--- config.mk ---
export PLATFORM = sky130hd
export DESIGN_NAME = regfile_wb_arbiter_flat
export DESIGN_NICKNAME = d
export VERILOG_FILES = /design/src/rtl/regfile_wb_arbiter_if.sv /design/src/rtl/regfile_wb_arbiter.sv /design/src/flat_wrapper.sv
export SDC_FILE = /design/constraint.sdc
export NUM_CORES = 1
export LEC_CHECK = 0
export CAP_MARGIN = 15
export CORE_ASPECT_RATIO = 0.5
export CORE_MARGIN = 3
export CORE_UTILIZATION = 45
export CTS_CLUSTER_DIAMETER = 50
export DETAILED_ROUTE_END_ITERATION = 8
export HOLD_SLACK_MARGIN = 0.15
export PLACE_DENSITY = 0.81
export SKIP_CTS_REPAIR_TIMING = 1
export SYNTH_ARGS = -nofsm -noshare
export SYNTH_HDL_FRONTEND = slang
export SYNTH_SLANG_ARGS = --single-unit
--- constraint.sdc ---
create_clock -name clk -period 3.6 [get_ports clk]
set_clock_uncertainty 0.05 [all_clocks]
set_input_delay 0.72 -clock clk [delete_from_list [all_inputs] [get_ports clk]]
set_output_delay 0.72 -clock clk [all_outputs]
set_load 0.02 [all_outputs]
--- src/rtl/regfile_wb_arbiter_if.sv ---
// rtl/regfile_wb_arbiter_if.sv - writeback requester, register-file write and issue scoreboard signals
interface regfile_wb_arbiter_if #(
    parameter int AW = 5,
    parameter int DW = 32
);
    logic                a_valid;
    logic [AW-1:0]       a_addr;
    logic [DW-1:0]       a_data;
    logic                a_ready;
    logic                b_valid;
    logic [AW-1:0]       b_addr;
    logic [DW-1:0]       b_data;
    logic                b_ready;
    logic                RegWrite;
    logic [AW-1:0]       wn;
    logic [DW-1:0]       wd;
    logic                rsv_valid;
    logic [AW-1:0]       rsv_addr;
    logic                rsv_ready;
    logic [AW-1:0]       rs;
    logic [AW-1:0]       rt;
    logic                hazard;
    logic [(2**AW)-1:0]  busy;

    modport master (
        output a_valid, a_addr, a_data, b_valid, b_addr, b_data,
        output rsv_valid, rsv_addr, rs, rt,
        input  a_ready, b_ready, RegWrite, wn, wd, rsv_ready, hazard, busy
    );

    modport slave (
        input  a_valid, a_addr, a_data, b_valid, b_addr, b_data,
        input  rsv_valid, rsv_addr, rs, rt,
        output a_ready, b_ready, RegWrite, wn, wd, rsv_ready, hazard, busy
    );
endinterface

--- src/rtl/regfile_wb_arbiter.sv ---
// rtl/regfile_wb_arbiter.sv - round-robin arbiter for the register-file write port with busy scoreboard
module regfile_wb_arbiter #(
    parameter int AW = 5,
    parameter int DW = 32
) (
    input  logic                 clk,
    input  logic                 rst,
    regfile_wb_arbiter_if.slave  bus
);
    localparam int NREG = 2 ** AW;

    typedef enum logic {LAST_A, LAST_B} last_e;

    last_e             last_q, last_d;
    logic              regwrite_q;
    logic [AW-1:0]     wn_q;
    logic [DW-1:0]     wd_q;
    logic [NREG-1:0]   busy_q, busy_d;

    logic              grant_a, grant_b, accept, rsv_ok;
    logic [AW-1:0]     acc_addr;
    logic [DW-1:0]     acc_data;

    // Pointer holds the last winner; on a tie the other requester is granted.
    always_comb begin
        grant_a = 1'b0;
        grant_b = 1'b0;
        last_d  = last_q;
        if (rst) begin
            if (bus.a_valid && (!bus.b_valid || last_q == LAST_B)) begin
                grant_a = 1'b1;
            end else if (bus.b_valid) begin
                grant_b = 1'b1;
            end
        end
        if (grant_a) begin
            last_d = LAST_A;
        end else if (grant_b) begin
            last_d = LAST_B;
        end
    end

    assign accept   = grant_a | grant_b;
    assign acc_addr = grant_a ? bus.a_addr : bus.b_addr;
    assign acc_data = grant_a ? bus.a_data : bus.b_data;

    assign rsv_ok = rst && ((bus.rsv_addr == '0) || !busy_q[bus.rsv_addr]);

    // Reservation is applied after the commit clear so a same-edge set wins.
    always_comb begin
        busy_d = busy_q;
        if (regwrite_q) begin
            busy_d[wn_q] = 1'b0;
        end
        if (bus.rsv_valid && rsv_ok) begin
            busy_d[bus.rsv_addr] = 1'b1;
        end
        busy_d[0] = 1'b0;
    end

    always_ff @(posedge clk or negedge rst) begin
        if (!rst) begin
            last_q     <= LAST_B;
            regwrite_q <= 1'b0;
            wn_q       <= '0;
            wd_q       <= '0;
            busy_q     <= '0;
        end else begin
            last_q     <= last_d;
            regwrite_q <= accept && (acc_addr != '0);
            if (accept && (acc_addr != '0)) begin
                wn_q <= acc_addr;
                wd_q <= acc_data;
            end
            busy_q     <= busy_d;
        end
    end

    assign bus.a_ready   = grant_a;
    assign bus.b_ready   = grant_b;
    assign bus.RegWrite  = regwrite_q;
    assign bus.wn        = wn_q;
    assign bus.wd        = wd_q;
    assign bus.rsv_ready = rsv_ok;
    assign bus.busy      = busy_q;
    // No forwarding: a register stays hazardous through its RegWrite cycle.
    assign bus.hazard    = ((bus.rs != '0) && busy_q[bus.rs]) ||
                           ((bus.rt != '0) && busy_q[bus.rt]);
endmodule

--- src/flat_wrapper.sv ---
// flat-port wrapper written by rule: the top's interface ports become plain ports
module regfile_wb_arbiter_flat 
#(
    parameter int AW = 5,
    parameter int DW = 32
)
  (clk, rst, bus_a_valid, bus_a_addr, bus_a_data, bus_b_valid, bus_b_addr, bus_b_data, bus_rsv_valid, bus_rsv_addr, bus_rs, bus_rt, bus_a_ready, bus_b_ready, bus_RegWrite, bus_wn, bus_wd, bus_rsv_ready, bus_hazard, bus_busy);
  regfile_wb_arbiter_if #(.AW(AW), .DW(DW)) bus_i ();
  input  logic clk;
  input  logic rst;
  input wire logic [$bits(bus_i.a_valid)-1:0] bus_a_valid;
  input wire logic [$bits(bus_i.a_addr)-1:0] bus_a_addr;
  input wire logic [$bits(bus_i.a_data)-1:0] bus_a_data;
  input wire logic [$bits(bus_i.b_valid)-1:0] bus_b_valid;
  input wire logic [$bits(bus_i.b_addr)-1:0] bus_b_addr;
  input wire logic [$bits(bus_i.b_data)-1:0] bus_b_data;
  input wire logic [$bits(bus_i.rsv_valid)-1:0] bus_rsv_valid;
  input wire logic [$bits(bus_i.rsv_addr)-1:0] bus_rsv_addr;
  input wire logic [$bits(bus_i.rs)-1:0] bus_rs;
  input wire logic [$bits(bus_i.rt)-1:0] bus_rt;
  output wire logic [$bits(bus_i.a_ready)-1:0] bus_a_ready;
  output wire logic [$bits(bus_i.b_ready)-1:0] bus_b_ready;
  output wire logic [$bits(bus_i.RegWrite)-1:0] bus_RegWrite;
  output wire logic [$bits(bus_i.wn)-1:0] bus_wn;
  output wire logic [$bits(bus_i.wd)-1:0] bus_wd;
  output wire logic [$bits(bus_i.rsv_ready)-1:0] bus_rsv_ready;
  output wire logic [$bits(bus_i.hazard)-1:0] bus_hazard;
  output wire logic [$bits(bus_i.busy)-1:0] bus_busy;
  assign bus_i.a_valid = bus_a_valid;
  assign bus_i.a_addr = bus_a_addr;
  assign bus_i.a_data = bus_a_data;
  assign bus_i.b_valid = bus_b_valid;
  assign bus_i.b_addr = bus_b_addr;
  assign bus_i.b_data = bus_b_data;
  assign bus_i.rsv_valid = bus_rsv_valid;
  assign bus_i.rsv_addr = bus_rsv_addr;
  assign bus_i.rs = bus_rs;
  assign bus_i.rt = bus_rt;
  assign bus_a_ready = bus_i.a_ready;
  assign bus_b_ready = bus_i.b_ready;
  assign bus_RegWrite = bus_i.RegWrite;
  assign bus_wn = bus_i.wn;
  assign bus_wd = bus_i.wd;
  assign bus_rsv_ready = bus_i.rsv_ready;
  assign bus_hazard = bus_i.hazard;
  assign bus_busy = bus_i.busy;
  regfile_wb_arbiter #(.AW(AW), .DW(DW)) u_core (.clk(clk), .rst(rst), .bus(bus_i));
endmodule
# Yosys cells after proc, flatten, opt, wreduce, memory -nomap -nowiden
# Cells that the tools add are included.
classes:
  n_addsub: 0
  n_mul: 0
  div: 0
  order_cmp: 6
  eq_ne: 0
  shift: 0
  mux: 21
  n_bitwise: 4
  n_reduce_logical: 18
op_table:
  columns: ["cell", "n"]
  rows:
  - ["32-bit 2-to-1 mux", 3]
  - ["32-bit AND", 1]
  - ["32-bit NOT", 1]
  - ["32-bit bitwise OR", 1]
  - ["5-bit by 6-bit < comparator with 1-bit output (second input constant)", 4]
  - ["1-bit binary-select mux with 5-bit select", 3]
  - ["5-bit nonzero test", 3]
  - ["1-bit 2-to-1 mux", 12]
  - ["1-bit demux with 5-bit select", 2]
  - ["5-bit by 1-bit >= comparator with 1-bit output (second input constant)", 2]
  - ["1-bit logical AND", 8]
  - ["5-bit zero test", 1]
  - ["5-bit 2-to-1 mux", 1]
  - ["1-bit logical OR", 3]
  - ["1-bit zero test", 2]
  - ["2-bit nonzero test", 1]
  - ["1-bit bitwise OR", 1]
totals:
  reg_bits: 70
  latchBits: 0
  mem_bits_rw: 0
  romBits: 0
  n_memories: 0

# Logic depth before layout (Yosys ltp)
# Gate-level depths: netlist (run 1).
logic_depth:
  ltp_word: 9
  mapped_depth: 7
  ltp_nobuf: 5

# Least setup slack after synthesis (run 1)
# Ideal clock, no wire load.
synth_path:
  path_kind: "input to output"
  start: "in bus_rsv_addr[0]"
  end: "out bus_rsv_ready"
  t_arrival_ns: 2.288
  path_slack_ns: 0.542
  stages: 6
  path_cell_list: "buf_6 > buf_8 > mux4_1 > mux2i_1 > o311ai_0 > a211oi_1"
synth_via:
  elab_chain_len: 5
  word_cells_on_any_way: 6
  cone_classes: "mux (2); reduce/logical (4)"
synth_rtl:
  columns: ["item", "line", "source"]
  rows:
  - ["from (decl)", "flat_wrapper.sv:18", "input wire logic [$bits(bus_i.rsv_addr)-1:0] bus_rsv_addr;"]
  - ["1-bit binary-select mux with 5-bit select", "regfile_wb_arbiter.sv:47", "assign rsv_ok = rst && ((bus.rsv_addr == '0) || !busy_q[bus.rsv_addr]);"]
  - ["1-bit 2-to-1 mux (implied by the code)", "regfile_wb_arbiter.sv:47", null]
  - ["1-bit zero test", "regfile_wb_arbiter.sv:47", null]
  - ["1-bit logical OR *", "regfile_wb_arbiter.sv:47", null]
  - ["1-bit logical AND *", "regfile_wb_arbiter.sv:47", null]
  - ["to (decl)", "flat_wrapper.sv:26", "output wire logic [$bits(bus_i.rsv_ready)-1:0] bus_rsv_ready;"]
# Mark *: on every way between the ends. The rest lies on a longest branch, timed or not. The select of a mux whose other input is x is not followed.

# Worst setup path in the final report (run 1)
# Same ends and word-level chain as after synthesis.

==> metrics.csv, run 1 <==
metric;value;unit
hold_path.class;primary input to asynchronous set/reset pin;
drtIter0Drc;353;
grt.overflow.total;0;
synth-edff-count;0;
maxSlewViolCount;0;
cts_root_buf;clkbuf_16;
ys.flop_type;dfrtp_1;
routabilityCongestion;0.971;
area_delta_synth_final;54.5;%
synthArstFlopShare;100;%
worstPathArrival;2.83;ns
cts_tree;done;
firstDrtPassIters;7;
crit_path_start_kind;primary input;
clk_latency;0.33;ns
power_switching;0.00148;W
switching_share;37.1;%
reg2reg_setup_slack;1.66;ns
ant_nets;0;
final-setup-viol-count;0;
io_pins;168;
pwr-share-comb;43.9;%
run_status;finished clean;
p_leak;2.41;nW
antenna_found_initial;0;
fin_crit_sh;99.9;%
critPathRequiredTime;2.83;ns
portBuffers;166;
worstSetupPathType;primary input to output pin;
grt_pass1_vias;4008;
die_h;73.0;um
cts_buffer_depth;2;
wire_per_inst;18.7;um
synth-seq-cells;70;
vias_per_cell;5.73;
dp_hpwl;9590;um
postSynthNetCount;481;
worst_pin_slew;0.602;ns
drv_cap;0;
die_width;140;um
yosys_warnings;0;
cts_max_level;3;
cts_buffers;9;
cts_sinks;70;
internal_power;0.00252;W
r2r_start;u_core.last_q;
relSlewSlack;59.8;%
nets;662;
final_common_cell;clkdlybuf4s50_1;
vias;3922;
ys_types;40;
drc;0;
final_cells;684;
fp.dieArea;10200;um^2
ys_seq_area_share;43.4;%
achievable-frequency;278;MHz
clkTransAtPathRegs;0.05;ns
r2r_cells;5;
grt_setup_unrepaired;true;
fin_crit;3.60;ns
core_area;8350;um^2
whs;0.192;ns
r2r_end;u_core.bus.wd[29];
drive_above_1_share;13.3;%
rows;23;
syn_area;4040;um^2
initial_core_util;48.4;%
hold_violations;0;
grt_pass1_wl;20500;um
pwr_density_cell;642;nW/um^2
final_cell_mix;163 x clkdlybuf4s50_1, 69 x dfrtp_1, 56 x o21ai_0;
ir_drop;0.402;mV
dp.cells;669;
grt_usage;25.6;%
power;0.00400;W
syn_inst;387;
antenna_cells;0;
worstPathMaxFanout;5;
p_clk_share;21.5;%
p_seq_share;34.6;%
crit_path_end_kind;output pin;
synth_area_per_cell;10.4;um^2
grt_max_degree;44;
wl;12800;um
## cell usage after synthesis (3+ instances only)
cell,instances,area [um^2]
dfrtp_1,69,1730
o21ai_0,56,280
mux2i_1,54,541
nor2_1,42,158
a21oi_1,40,200
mux4_2,16,360
buf_2,11,55.1
clkbuf_1,11,41.3
nand3_1,10,50.1
nand3b_1,10,75.1
nand2_1,9,33.8
o21ai_1,9,45.0
inv_1,5,18.8
or3b_2,4,35.0
or4_1,4,30.0
mux2_2,3,33.8
mux4_1,3,78.8
nand2b_1,3,18.8
or4_4,3,33.8
## cells by family (layout without fill, tap and decap cells)
family | count (synthesis) | count (layout) | synth area share, %
multiplexers | 76 | 76 | 25.1
AND/OR/NAND/NOR | 96 | 96 | 12.8
buffers and inverters | 31 | 216 | 3.88
other | 1 | 1 | 0.0929
flip-flops | 70 | 70 | 43.4
AO/OA/AOI/OAI | 113 | 113 | 14.7
## sequential cells by signal (all words and copies together) (netlist names)
name and cells:
u_core.bus.wd 32, u_core.bus.RegWrite 1, u_core.last_q 1, u_core.bus.wn 5, u_core.bus.busy 31
## layout make-up
class | instances | area (um^2)
fillers | 598 | 2110
clock inverters | 4 | 47.5
clock buffers | 11 | 243
inverters | 5 | 18.8
repair buffers | 196 | 1880
flip-flops and latches | 70 | 1750
well taps | 112 | 140
multi-input cells | 286 | 2150
## critical path, stage by stage
cell and delay, ns:
clkdlybuf4s50_1 0.63, mux4_1 0.59, mux2i_1 0.21, o311ai_0 0.17
a211oi_1 0.28, clkbuf_2 0.23
## metal layers
metal  share of wire, %  GRT usage, %  up-vias  wire [um]
met2                 50          43.2      202       6360
met1                 40          31.4     1886       5090
met4                2.0          11.2        0        258
met3                8.4          7.26       29       1070
met5                  0             0        -          0
li1                   -             -     1805          -
## power groups by stage
stage / Clock [W] / Sequential, W / Combinational [W]
6_report: 0.000861 / 0.00138 / 0.00176
5_1_grt: 0.000905 / 0.00141 / 0.00188
4_1_cts: 0.000867 / 0.00137 / 0.00177
3_5_place_dp: 0 / 0.00138 / 0.00176
3_3_place_gp: 0 / 0.00137 / 0.00172
2_1_floorplan: 0 / 0.00156 / 0.000620
## stage by stage
stage | setup TNS, ns | setup slack, ns | utilization [%] | instance area (um^2)
after floorplan | 0 | 0.542 | - | 4040
after global placement | -0.388 | -0.368 | 71.2 | 5950
after detailed placement | -0.464 | -0.391 | 71.2 | 5950
after CTS | -0.495 | -0.410 | 74.7 | 6240
after global routing | -0.105 | -0.105 | 74.7 | 6230
final | 0 | 0.00300 | 74.7 | 6230
## how the worst max path moves through the flow
stage,startpoint,endpoint,slack [ns],cells past startpoint
floorplan,bus_rsv_addr[0],bus_rsv_ready,0.54,6
global placement,bus_rsv_addr[0],bus_rsv_ready,-0.37,7
detailed placement,bus_rsv_addr[0],bus_rsv_ready,-0.39,7
CTS,bus_rsv_addr[0],bus_rsv_ready,-0.41,7
global route,bus_rsv_addr[0],bus_rsv_ready,-0.10,7
finish,bus_rsv_addr[0],bus_rsv_ready,0.003,6
Note: power is estimated with default switching activity, not from simulation.
==> run 2: changes to the inputs <==
Settings changed: ABC_AREA from default to 1, GPL_ROUTABILITY_DRIVEN from default to 0, PLACE_DENSITY 0.81 to 0.79.
==> run 2 against run 1 <==
- sequential power is 3% higher
- design area is 2.2% higher
- fmax increased by 16%
- global-route usage rose by 1.5 points
- synthesized cell count up 55%
- clock power increased by 4.6%
- die area up 5.9%
- via count grew 22%
- largest cell class unchanged
- largest power group unchanged
==> metrics.csv, run 2 <==
metric;value;unit;change
run_status;finished clean;;unchanged
yosysTopAreaCell;dfrtp_1;;unchanged
wire_per_inst;16.2;um;was 18.7 um
yosys_warnings;0;;unchanged
fin_crit;3.10;ns;was 3.60 ns
critPathRequiredTime;2.83;ns;about the same
fin_crit_sh;86.1;%;was 99.9%
cts_tree;done;;unchanged
cp_slowest_cell;clkdlybuf4s50_1;;unchanged
synth-edff-count;0;;unchanged
largest_reg_flops;32;;unchanged
clkTransAtPathRegs;0.06;ns;was 0.05 ns
core_area;8980;um^2;was 8350 um^2
crit_path_start_kind;primary input;;unchanged
io_pins;168;;unchanged
nets;859;;was 662
crit_path_end_kind;output pin;;unchanged
cts_sinks;70;;unchanged
synth_area_leaders;dfrtp_1 40%, nand2_1 16%, mux2i_1 7.5%;;was dfrtp_1 43%, mux2i_1 13%, mux4_2 8.9%
grt_setup_unrepaired;false;;was true
synth_common_cells;182 x nand2_1, 69 x dfrtp_1, 62 x nand3_1, 61 x o21ai_0, 44 x inv_1;;was 69 x dfrtp_1, 56 x o21ai_0, 54 x mux2i_1, 42 x nor2_1, 40 x a21oi_1
reg2reg_setup_slack;1.37;ns;was 1.66 ns
ys_types;27;;was 40
worstPathMaxFanout;8;;was 5
ys_seq_area_share;40.9;%;was 43.4%
drc;0;;unchanged
final_cells;887;;was 684
hold_violations;0;;unchanged
r2r_cells;8;;was 5
syn_area;4290;um^2;was 4040 um^2
crit_chain;clkdlybuf4s50_1, inv_1, buf_4, a21oi_1, o21ai_0, nand3_1, nand3_1, nand3b_1, nand2_1, nand2_1, dlymetal6s2s_1;;was clkdlybuf4s50_1, mux4_1, mux2i_1, o311ai_0, a211oi_1, clkbuf_2
area_delta_synth_final;48.4;%;was 54.5%
cts_max_level;3;;unchanged
grt.overflow.total;0;;unchanged
cp_top_family;buffers and inverters;;unchanged
initial_core_util;47.8;%;was 48.4%
crit_path_max_incr_delay;0.51;ns;was 0.63 ns
cts_root_buf;clkbuf_16;;unchanged
fillers;738;;was 598
cts_buffers;9;;unchanged
ant_nets;0;;unchanged
setup_tns;0;ns;unchanged
dp.cells;871;;was 669
hold_path.class;primary input to asynchronous set/reset pin;;unchanged
die_h;75.0;um;was 73.0 um
wl;14400;um;was 12800 um
worstPathArrival;2.33;ns;was 2.83 ns
drtIter0Drc;453;;was 353
pwr_density_cell;624;nW/um^2;was 642 nW/um^2
synthArstFlopShare;100;%;unchanged
synth_area_per_cell;7.17;um^2;was 10.4 um^2
maxSlewViolCount;0;;unchanged
antenna_found_initial;0;;unchanged
dpl_worst_slack;0.127;ns;was -0.391 ns
drv_cap;0;;unchanged
setup_ws;0.499;ns;was 0.00300 ns
dp_hpwl;10700;um;was 9590 um
ys.flop_type;dfrtp_1;;unchanged
drt-met1-wl;5910;um;was 5090 um
die_width;144;um;was 140 um
grt_usage;27.1;%;was 25.6%
cts_buffer_depth;2;;unchanged
fp.dieArea;10800;um^2;was 10200 um^2
final_cell_mix;182 x nand2_1, 163 x clkdlybuf4s50_1, 69 x dfrtp_1;;was 163 x clkdlybuf4s50_1, 69 x dfrtp_1, 56 x o21ai_0
netlist.area_leader.share;40.2;%;was 42.8%
wl_met3;1370;um;was 1070 um
rows;24;;was 23
vias_per_cell;5.39;;was 5.73
worstSetupPathType;primary input to output pin;;unchanged
syn_inst;598;;was 387
r2r_start;u_core.last_q;;unchanged
synth.most_common_cell;nand2_1;;was dfrtp_1
cp_num_buf_inv;4;;was 2
clk_latency;0.34;ns;was 0.33 ns
grt_pass1_vias;4470;;was 4008
final_common_cell;nand2_1;;was clkdlybuf4s50_1
top_layer;met4;;unchanged
final-setup-viol-count;0;;unchanged
p_leak;3.01;nW;was 2.41 nW
synth-seq-cells;70;;unchanged
drive_above_1_share;5.06;%;was 13.3%
postSynthNetCount;692;;was 481
firstDrtPassIters;5;;was 7
grt_max_degree;45;;was 44
portBuffers;166;;unchanged
grt_pass1_wl;22700;um;was 20500 um
relSlewSlack;24.2;%;was 59.8%
r2r_end;u_core.bus.wd[24];;was u_core.bus.wd[29]
worst_pin_slew;1.13;ns;was 0.602 ns
antenna_cells;0;;unchanged
vias;4785;;was 3922
achievable-frequency;323;MHz;was 278 MHz
wl_met2;6670;um;was 6360 um
ir_drop;0.292;mV;was 0.402 mV
==> run 2: cell types whose count changed in the layout (fill, tap and decap cells not counted), moves of 16 or more <==
cell,change
inv_1,+39
mux2i_1,-21
mux4_2,-16
nand2_1,+173
nand3_1,+52
o21ai_1,+21
==> run 2: how the worst max path moves through the flow <==
stage,start,endpoint,slack (ns),cells after the start
global route,bus_rt[1],bus_hazard,0.34,10
global placement,bus_rt[0],bus_hazard,0.16,10
detailed placement,bus_rt[0],bus_hazard,0.13,10
finish,bus_rs[0],bus_hazard,0.50,11
CTS,bus_rt[0],bus_hazard,0.11,10
floorplan,bus_rsv_addr[0],bus_rsv_ready,1.01,12
==> run 2: layout make-up <==
type / instances / area [um^2] / share of cell area [%]
multi-input combinational: 457 / 2220 / 34.9
timing repair buffer: 181 / 1780 / 27.9
sequential: 70 / 1750 / 27.5
inverter: 46 / 173 / 2.71
tap: 117 / 146 / 2.30
clock buffer: 10 / 229 / 3.60
clock inverter: 6 / 70.1 / 1.10
==> run 2: stage by stage <==
stage	hold slack, ns	utilization (%)	instance area, um^2	power [W]
final	0.248	70.9	6370	0.00397
after CTS	0.249	70.8	6360	0.00396
after global placement	0.416	67.5	6060	0.00304
after global routing	0.267	70.9	6370	0.00418
after floorplan	0.374	-	4290	0.00214
after detailed placement	0.423	67.5	6060	0.00306
==> run 2: power by group <==
group / switching (W) / internal [W]
sequential: 0.000378 / 0.00104
combinational: 0.000891 / 0.000764
clock: 0.000359 / 0.000542
==> run 2: layer usage <==
layer / track usage, % / vias to the layer above
met1: 35.7 / 2151
met5: 0 / -
li1: - / 2317
met3: 6.92 / 47
met2: 44.1 / 270
met4: 9.50 / 0
==> run 2: cell families (layout without fill, tap and decap cells) <==
group / after synthesis / count (layout) / share of synthesized area, %
AOI/OAI and AO/OA: 121 / 121 / 14.6
buffers and inverters: 71 / 243 / 7.61
DFF: 70 / 70 / 40.9
muxes: 32 / 32 / 7.47
other: 1 / 1 / 0.0874
and+or+nand+nor: 303 / 303 / 29.4
